File: src/rtl/bfp2fix_stream.sv
// Block-floating-point stream decoder: one shared-exponent header word, then BLOCK_LEN mantissas,
// each expanded to unsigned fixed point as mantissa << exponent.
module bfp2fix_stream #(
    parameter int MAN_WIDTH = 5,
    parameter int EXP_WIDTH = 3,
    parameter int BLOCK_LEN = 4,
    localparam int FIX_WIDTH = MAN_WIDTH + 2**EXP_WIDTH - 1,
    localparam int CNT_WIDTH = (BLOCK_LEN > 2) ? $clog2(BLOCK_LEN) : 1
) (
    input  logic                 clk,
    input  logic                 rst,
    input  logic [MAN_WIDTH-1:0] inp_data,
    input  logic                 inp_valid,
    output logic                 inp_ready,
    output logic [FIX_WIDTH-1:0] out_data,
    output logic                 out_valid,
    input  logic                 out_ready,
    output logic                 out_sop,
    output logic                 out_eop,
    output logic                 busy
);

    typedef enum logic {HEADER, DATA} state_t;

    state_t                 state, state_next;
    logic [CNT_WIDTH-1:0]   cnt, cnt_next;
    logic [EXP_WIDTH-1:0]   exp_reg, exp_next;
    logic                   load_out;
    logic                   last_word;

    assign last_word = (cnt == CNT_WIDTH'(BLOCK_LEN - 1));
    assign busy      = (state == DATA);

    always_ff @(posedge clk) begin
        if (rst) begin
            state   <= HEADER;
            cnt     <= '0;
            exp_reg <= '0;
        end else begin
            state   <= state_next;
            cnt     <= cnt_next;
            exp_reg <= exp_next;
        end
    end

    // In DATA a mantissa is only taken when the output slot is free or being emptied this cycle.
    always_comb begin
        state_next = state;
        cnt_next   = cnt;
        exp_next   = exp_reg;
        inp_ready  = 1'b1;
        load_out   = 1'b0;
        case (state)
            HEADER: begin
                inp_ready = 1'b1;
                if (inp_valid) begin
                    exp_next   = inp_data[EXP_WIDTH-1:0];
                    cnt_next   = '0;
                    state_next = DATA;
                end
            end
            DATA: begin
                inp_ready = ~out_valid | out_ready;
                if (inp_valid && inp_ready) begin
                    load_out = 1'b1;
                    if (last_word) begin
                        cnt_next   = '0;
                        state_next = HEADER;
                    end else begin
                        cnt_next = cnt + CNT_WIDTH'(1);
                    end
                end
            end
            default: begin
                state_next = HEADER;
            end
        endcase
    end

    // A new sample overwrites a sample leaving in the same cycle, so throughput has no bubble.
    always_ff @(posedge clk) begin
        if (rst) begin
            out_valid <= 1'b0;
            out_data  <= '0;
            out_sop   <= 1'b0;
            out_eop   <= 1'b0;
        end else if (load_out) begin
            out_valid <= 1'b1;
            out_data  <= FIX_WIDTH'(inp_data) << exp_reg;
            out_sop   <= (cnt == '0);
            out_eop   <= last_word;
        end else if (out_valid && out_ready) begin
            out_valid <= 1'b0;
        end
    end

endmodule

File: config.mk
export PLATFORM = sky130hd
export DESIGN_NAME = bfp2fix_stream
export DESIGN_NICKNAME = d
export VERILOG_FILES = /design/src/rtl/bfp2fix_stream.sv
export SDC_FILE = /design/constraint.sdc
export NUM_CORES = 1
export LEC_CHECK = 0
export ABC_AREA = 1
export CAP_MARGIN = 0
export CORE_AREA = 2 2 48 50
export DETAILED_ROUTE_END_ITERATION = 6
export DIE_AREA = 0 0 50 52
export PLACE_DENSITY = 0.78
export SYNTH_ARGS = -nofsm -noshare
export SYNTH_HDL_FRONTEND = slang
export SYNTH_SLANG_ARGS = --single-unit
File: constraint.sdc
create_clock -name clk -period 2.2 [get_ports clk]
set_input_delay 0.44 -clock clk [delete_from_list [all_inputs] [get_ports clk]]
set_output_delay 0.44 -clock clk [all_outputs]
set_load 0.005 [all_outputs]
==> results of run 1 <==
## critical path, cell delays in order
cell	delay [ns]
clkdlybuf4s50_1	0.48
nor2_1	0.05
nand2_1	0.07
clkdlybuf4s50_1	0.50
## synth_stat cells
library cell  instances
inv_1                13
nand2_1              51
nor2_4                2
nor2_1               20
a211oi_1              1
nand2_2               1
nand2_4               1
nand3_1              11
clkbuf_1              1
o21ai_0               4
clkinv_4              1
o221ai_1              1
buf_1                 1
dfxtp_1              21
buf_4                 1
a21oi_1              15
inv_2                 2
ha_1                  2
## logic make-up after synthesis
group           after synthesis  synth area share
compound gates               21             0.112
buf+inv                      19            0.0802
simple gates                 86             0.362
fa+ha+maj                     2            0.0251
flops                        21             0.421
## layout make-up
cell class,count,area [um^2]
fill,196,802
multi-input combinational,109,498
sequential,21,420
timing repair buffer,26,258
inverter,16,65.1
tap,28,35.0
clock buffer,3,22.5
clock inverter,1,5.00
## per-stage QoR
step / std cells / hold slack, ns / cell area [um^2] / utilization / setup WS [ns]
floorplan: 149 / 0.456 / 998 / - / 1.06
global placement: 200 / 0.455 / 1280 / 0.606 / 0.249
detailed placement: 200 / 0.455 / 1280 / 0.606 / 0.218
CTS: 204 / 0.473 / 1300 / 0.619 / 0.212
global route: 204 / 0.502 / 1300 / 0.619 / 0.174
finish: 204 / 0.475 / 1300 / 0.619 / 0.223
## worst paths after layout
check                                   to  cells after the start                      from  slack [ns]
setup / recovery                 inp_ready                      4                 out_ready        0.22
hold / removal    out_data[3]$_SDFFE_PP0P_                      2  out_data[3]$_SDFFE_PP0P_        0.47
setup reg to reg  out_data[4]$_SDFFE_PP0P_                      7    out_valid$_SDFFE_PP0P_        0.99
hold reg to reg   out_data[3]$_SDFFE_PP0P_                      2  out_data[3]$_SDFFE_PP0P_        0.47
## report_power, final
part / internal [mW] / switching [mW]
Clock: 0.0677 / 0.110
Sequential: 0.397 / 0.0143
Combinational: 0.0584 / 0.0697
Total: 0.523 / 0.194
## layer usage
layer | vias up | track usage
met5 | - | 0
met4 | 0 | 0.0648
met3 | 4 | 0.0287
met2 | 33 | 0.294
met1 | 441 | 0.218
li1 | 523 | -
## placed cells by master (no fill, tap or decap)
cell type        instances
nand2_1                 51
clkdlybuf4s50_1         25
dfxtp_1                 21
nor2_1                  20
a21oi_1                 15
inv_1                   13
nand3_1                 11
o21ai_0                  4
clkbuf_4                 3
inv_2                    2
nor2_4                   2
ha_1                     2
nand2_2                  1
nand2_4                  1
clkinv_4                 1
a211oi_1                 1
o221ai_1                 1
clkinv_2                 1
buf_4                    1
==> results list, run 1 <==
- After synthesis the cells add up to 998 um^2.
- Max cap viols: 0
- The clock drives 21 sinks.
- Detailed placement ended at an HPWL of 1600 um.
- In the routed design, unresolved DRC markers number 0.
- Clock-pin slew was measured on the worst setup and hold paths at 0.11 ns.
- Final worst-path cycle share: 0.899
- Once the clock tree was built, the resizer swapped 0 gates to a different size.
* IO Port Bufs: 25
- After detailed routing, the number of vias per cell comes to 4.91.
* Worst skew pair latency: 0.30 ns
- Routed length per placed instance: 9.91 um
- Setup repair after global routing missed its margin: false
* Class of the most critical hold timing path: flip-flop to flip-flop
* Setup TNS: 0 ns
* Ports placed on the boundary: 26
- Peak supply drop: 0.381 mV
* Share of cells above drive strength 1: 0.0682
- Compared with the post-synthesis result, the final layout area differs by 30.6%.
- Number of nets in the synthesized netlist: 160
* Normalized max-slew margin: 0.825
* Highest metal used: met4
- Maximum level of the CTS H-tree: 1
* First-pass iteration count of the detailed router: 4
- Each instance of the synthesized netlist takes up on average 6.70 um^2.
- The routed design uses 117 um of met3 wire.
- For the pin with the worst max-slew slack, the measured transition is 0.261 ns.
- Core outline area: 2110 um^2
- The die covers 2600 um^2.
- In this run, post-CTS hold repair placed 0 buffers.
- The detailed router put a total of 947 um of wire on met1.
- Power per Cell Area: 550 nW/um^2
- Sequential cell area fraction in the yosys report: 0.421
- Count of distinct cell types in the synthesized netlist: 18
- In the final design database the tool counted 188 nets.
* Total clock buffers created by CTS: 3
- CP required: 1.76 ns
- The run finished with clean final reports.
- After detailed routing, the total wire length is 2020 um.
- The via count of the first global-routing pass is 853.
- Initial Util: 0.474
- Synth Instances: 149
* Finish-stage setup viols: 0
- Flip-flop and latch count after synthesis: 21
- The number of antenna violations at the first check in global routing came to 0.
- Time the final worst path needs with I/O delays and setup: 1.98 ns
* Horizontal extent of the die: 50 um
- Final-report hold violation count: 0
* Worst-path maximum fanout: 2
* Met2 wire length: 933 um
- The max-slew violation count came to 0.
* Number of antenna repair diodes: 0
* Kind of end point of the critical path: output pin
- Critical path class: input port to output pin
- Entering global routing, the biggest net connects 18 pins.
- The routed layout has 1001 vias.
* Leading post-synthesis cells by cell area: dfxtp_1 42%, nand2_1 19%, a21oi_1 7.5%
- From bottom edge to top edge, the die measures 52 um.
- The clock arrives with 0.00200 ns of skew.
- TritonCTS built the clock tree.
- In this run the core area contains 17 standard-cell rows.
- Once detail routing completed, the nets flagged for antenna violations numbered 0.
* Top cell type's share of synthesized area: 0.421
* Total track usage: 0.172
* Worst endpoint data arrival time: 1.54 ns
* Flip-flop count of the largest register after layout: 12
- Critical path startpoint category: input port
* Remaining Overflow, GRT: 0
- Max Clk Rate: 506 MHz
* Setup Fix Bufs, Post-CTS: 0
- For this block, the initial DRC count from the detailed router was 24.
- Clk buf depth: 2
- Summed over all instances, the cell type with the most area after synthesis is dfxtp_1.
* Overall Power: 0.717 mW
- Final Wtd Congestion: 0.986
- The Yosys step of the flow raised 0 warnings.
* Static Leakage: 0.545 nW
* First-pass GRT wire length: 3530 um
- CTS Root Buffer Type: clkbuf_4
No activity file was read; power rests on OpenSTA's default activity.
==> run 2, diff against run 1 <==
- MAX_ROUTING_LAYER: default -> met4
==> results list, run 2 (synthesis gave the netlist of run 1 again) <==
* Vias in the first global route: 893 (+4.7%)
- The number of setup buffers added after CTS came to 0 (unchanged).
- Site row count: 17 (unchanged)
- The worst setup slack after layout came to 0.220 ns (-0.00298 ns).
* Setup crit end: inp_ready
* Launching element of the worst setup path: out_ready
- The all-layer global routing usage was 0.190 (+0.0176).
- Post-detailed-route via-to-cell ratio: 4.97 (+1.2%)
- TritonCTS built the clock tree.
- Final Wtd Congestion: 0.894 (-9.4%)
- The count of clock tree sinks was 21 (unchanged).
- The time the final worst path needs with I/O delays and setup was 1.98 ns (+0.00298 ns).
- STA classifies the critical path startpoint as an input port.
- The placeable core region was 2110 um^2 (unchanged).
- CP required: 1.76 ns (about the same)
* Total die area: 2600 um^2 (unchanged)
* First-pass iteration count of the detailed router: 5 (+1)
- The horizontal die dimension was 50 um (unchanged).
- Worst endpoint data arrival time: 1.54 ns (about the same)
- Nets@finish: 188 (unchanged)
* Share of cells above drive strength 1: 0.0682 (unchanged)
- Maximum level of the CTS H-tree: 1 (unchanged)
* Filler cells: 202 (+3.1%)
* Setup Skew: 0.00613 ns (+0.00413 ns)
- The library cell used most frequently in the layout, excluding fill and tap cells, is nand2_1.
* Remaining Overflow, GRT: 0 (unchanged)
* Hold Path Depth: 2 (unchanged)
* CTS Root Buffer Type: clkbuf_4
* First-pass GRT wire length: 3620 um (+2.3%)
- Vertical die dimension: 52 um (unchanged)
* Kind of end point of the critical path: output pin
- Class of the most critical hold timing path: flip-flop to flip-flop
* Reg-to-Reg Start: busy$_SDFF_PP0_
- Overall Power: 0.727 mW (+1.4%)
- Post-route DRC violation count: 0 (unchanged)
- Run status: finished clean
- Final worst-path cycle share: 0.900 (+0.00136)
- The count of antenna-violating nets left after detailed routing was 0 (unchanged).
- The number of I/O port buffers is 25 (unchanged).
- Critical path class: input port to output pin
* Worst skew pair latency: 0.31 ns (about the same)
- The final-report hold violation count is 0 (unchanged).
- The worst setup timing slack at the placement stage came to 0.223 ns (+0.00464 ns).
* Number of antenna violations at the first check in global routing: 0 (unchanged)
- Peak supply drop: 0.362 mV (-5.0%)
- Total Wirelength: 2200 um (+8.8%)
- The count of final setup violators came to 0 (unchanged).
- Pin count of the biggest net entering global routing: 18 (unchanged)
- The number of design-rule violations left by the first detailed-router iteration is 19 (-21%).
- The maximum root-to-sink buffer count came to 2 (unchanged).
- The worst slew margin relative to its limit came to 0.786 (-0.0390).
* Ports placed on the boundary: 26 (unchanged)
- Setup repair after global routing left no endpoint under its margin.
- Reg-to-reg critical path endpoint: out_data[4]$_SDFFE_PP0P_
- Area added between synthesis and finish: 30.6% (unchanged)
- The slew of the pin with the lowest slew margin came to 0.319 ns (+0.0583 ns).
* Vias after detailed routing: 1013 (+1.2%)
* Setup TNS: 0 ns (unchanged)
- The register-to-register setup slack was 0.96 ns (-0.03 ns).
- The total half-perimeter wirelength after legalization and detailed placement came to 1680 um (+4.5%).
- Final Max Tran Viols: 0 (unchanged)
- The count of instances resized after the clock tree is built was 0 (unchanged).
* Static Leakage: 0.545 nW (unchanged)
- Flip-flop count of the largest register after layout: 12 (unchanged)
* Worst-path maximum fanout: 2 (unchanged)
* Number of antenna repair diodes: 0 (unchanged)
- The max-cap violation count was 0 (unchanged).
- The clock buffer count from CTS is 3 (unchanged).
- Power per Cell Area: 558 nW/um^2 (+1.4%)
* Routed length per placed instance: 10.8 um (+8.8%)
* Clock transition at the registers of the reported paths: 0.12 ns (about the same)
- The number of cell instances on the worst register-to-register path was 8 (+1).
* Initial Util: 0.474 (unchanged)
- Number of hold buffers added after cts: 0 (unchanged)
* Leading cell types in the layout, fill and taps excluded: 51 x nand2_1, 25 x clkdlybuf4s50_1, 21 x dfxtp_1
* Max Clk Rate: 505 MHz (-0.15%)
## run 2: cell counts in the layout (fill, tap and decap cells not counted)
Identical to the previous run, type by type.
## run 2: cell type report
class                      count  area, um^2  area share
inverter                      16        65.1      0.0499
sequential                    21         420       0.322
clock buffer                   3        22.5      0.0173
tap                           28        35.0      0.0269
timing repair buffer          26         258       0.198
multi-input combinational    109         498       0.382
clock inverter                 1        5.00     0.00384
## run 2: per-stage QoR
step	instances	util	hold WS (ns)	area [um^2]
after floorplan	149	-	0.456	998
after global placement	200	0.606	0.455	1280
after detailed placement	200	0.606	0.458	1280
after CTS	204	0.619	0.476	1300
after global routing	204	0.619	0.500	1300
final	204	0.619	0.473	1300
## run 2: worst min-delay path by stage
stage                                   startpoint                       end
after floorplan                cnt[1]$_SDFFE_PP0P_       cnt[1]$_SDFFE_PP0P_
after global placement    out_data[1]$_SDFFE_PP0P_  out_data[1]$_SDFFE_PP0P_
after detailed placement  out_data[9]$_SDFFE_PP0P_  out_data[9]$_SDFFE_PP0P_
after CTS                 out_data[9]$_SDFFE_PP0P_  out_data[9]$_SDFFE_PP0P_
after global routing      out_data[9]$_SDFFE_PP0P_  out_data[9]$_SDFFE_PP0P_
final                     out_data[2]$_SDFFE_PP0P_  out_data[2]$_SDFFE_PP0P_
## run 2: power breakdown
| part | switching, mW | internal (mW) |
|---|---|---|
| combinational | 0.0708 | 0.0585 |
| clock | 0.119 | 0.0680 |
| sequential | 0.0143 | 0.397 |
## run 2: layer usage
layer  up-vias  share of wire  GRT usage
li1        523              -          -
met1       449           0.47      0.222
met2        33           0.46      0.314
met3         8          0.044     0.0259
met4         0          0.028      0.111
met5         -              0          -
## run 2: worst max-delay path, stage by stage
cell	delay (ns)
clkdlybuf4s50_1	0.48
nor2_1	0.05
nand2_1	0.07
clkdlybuf4s50_1	0.50
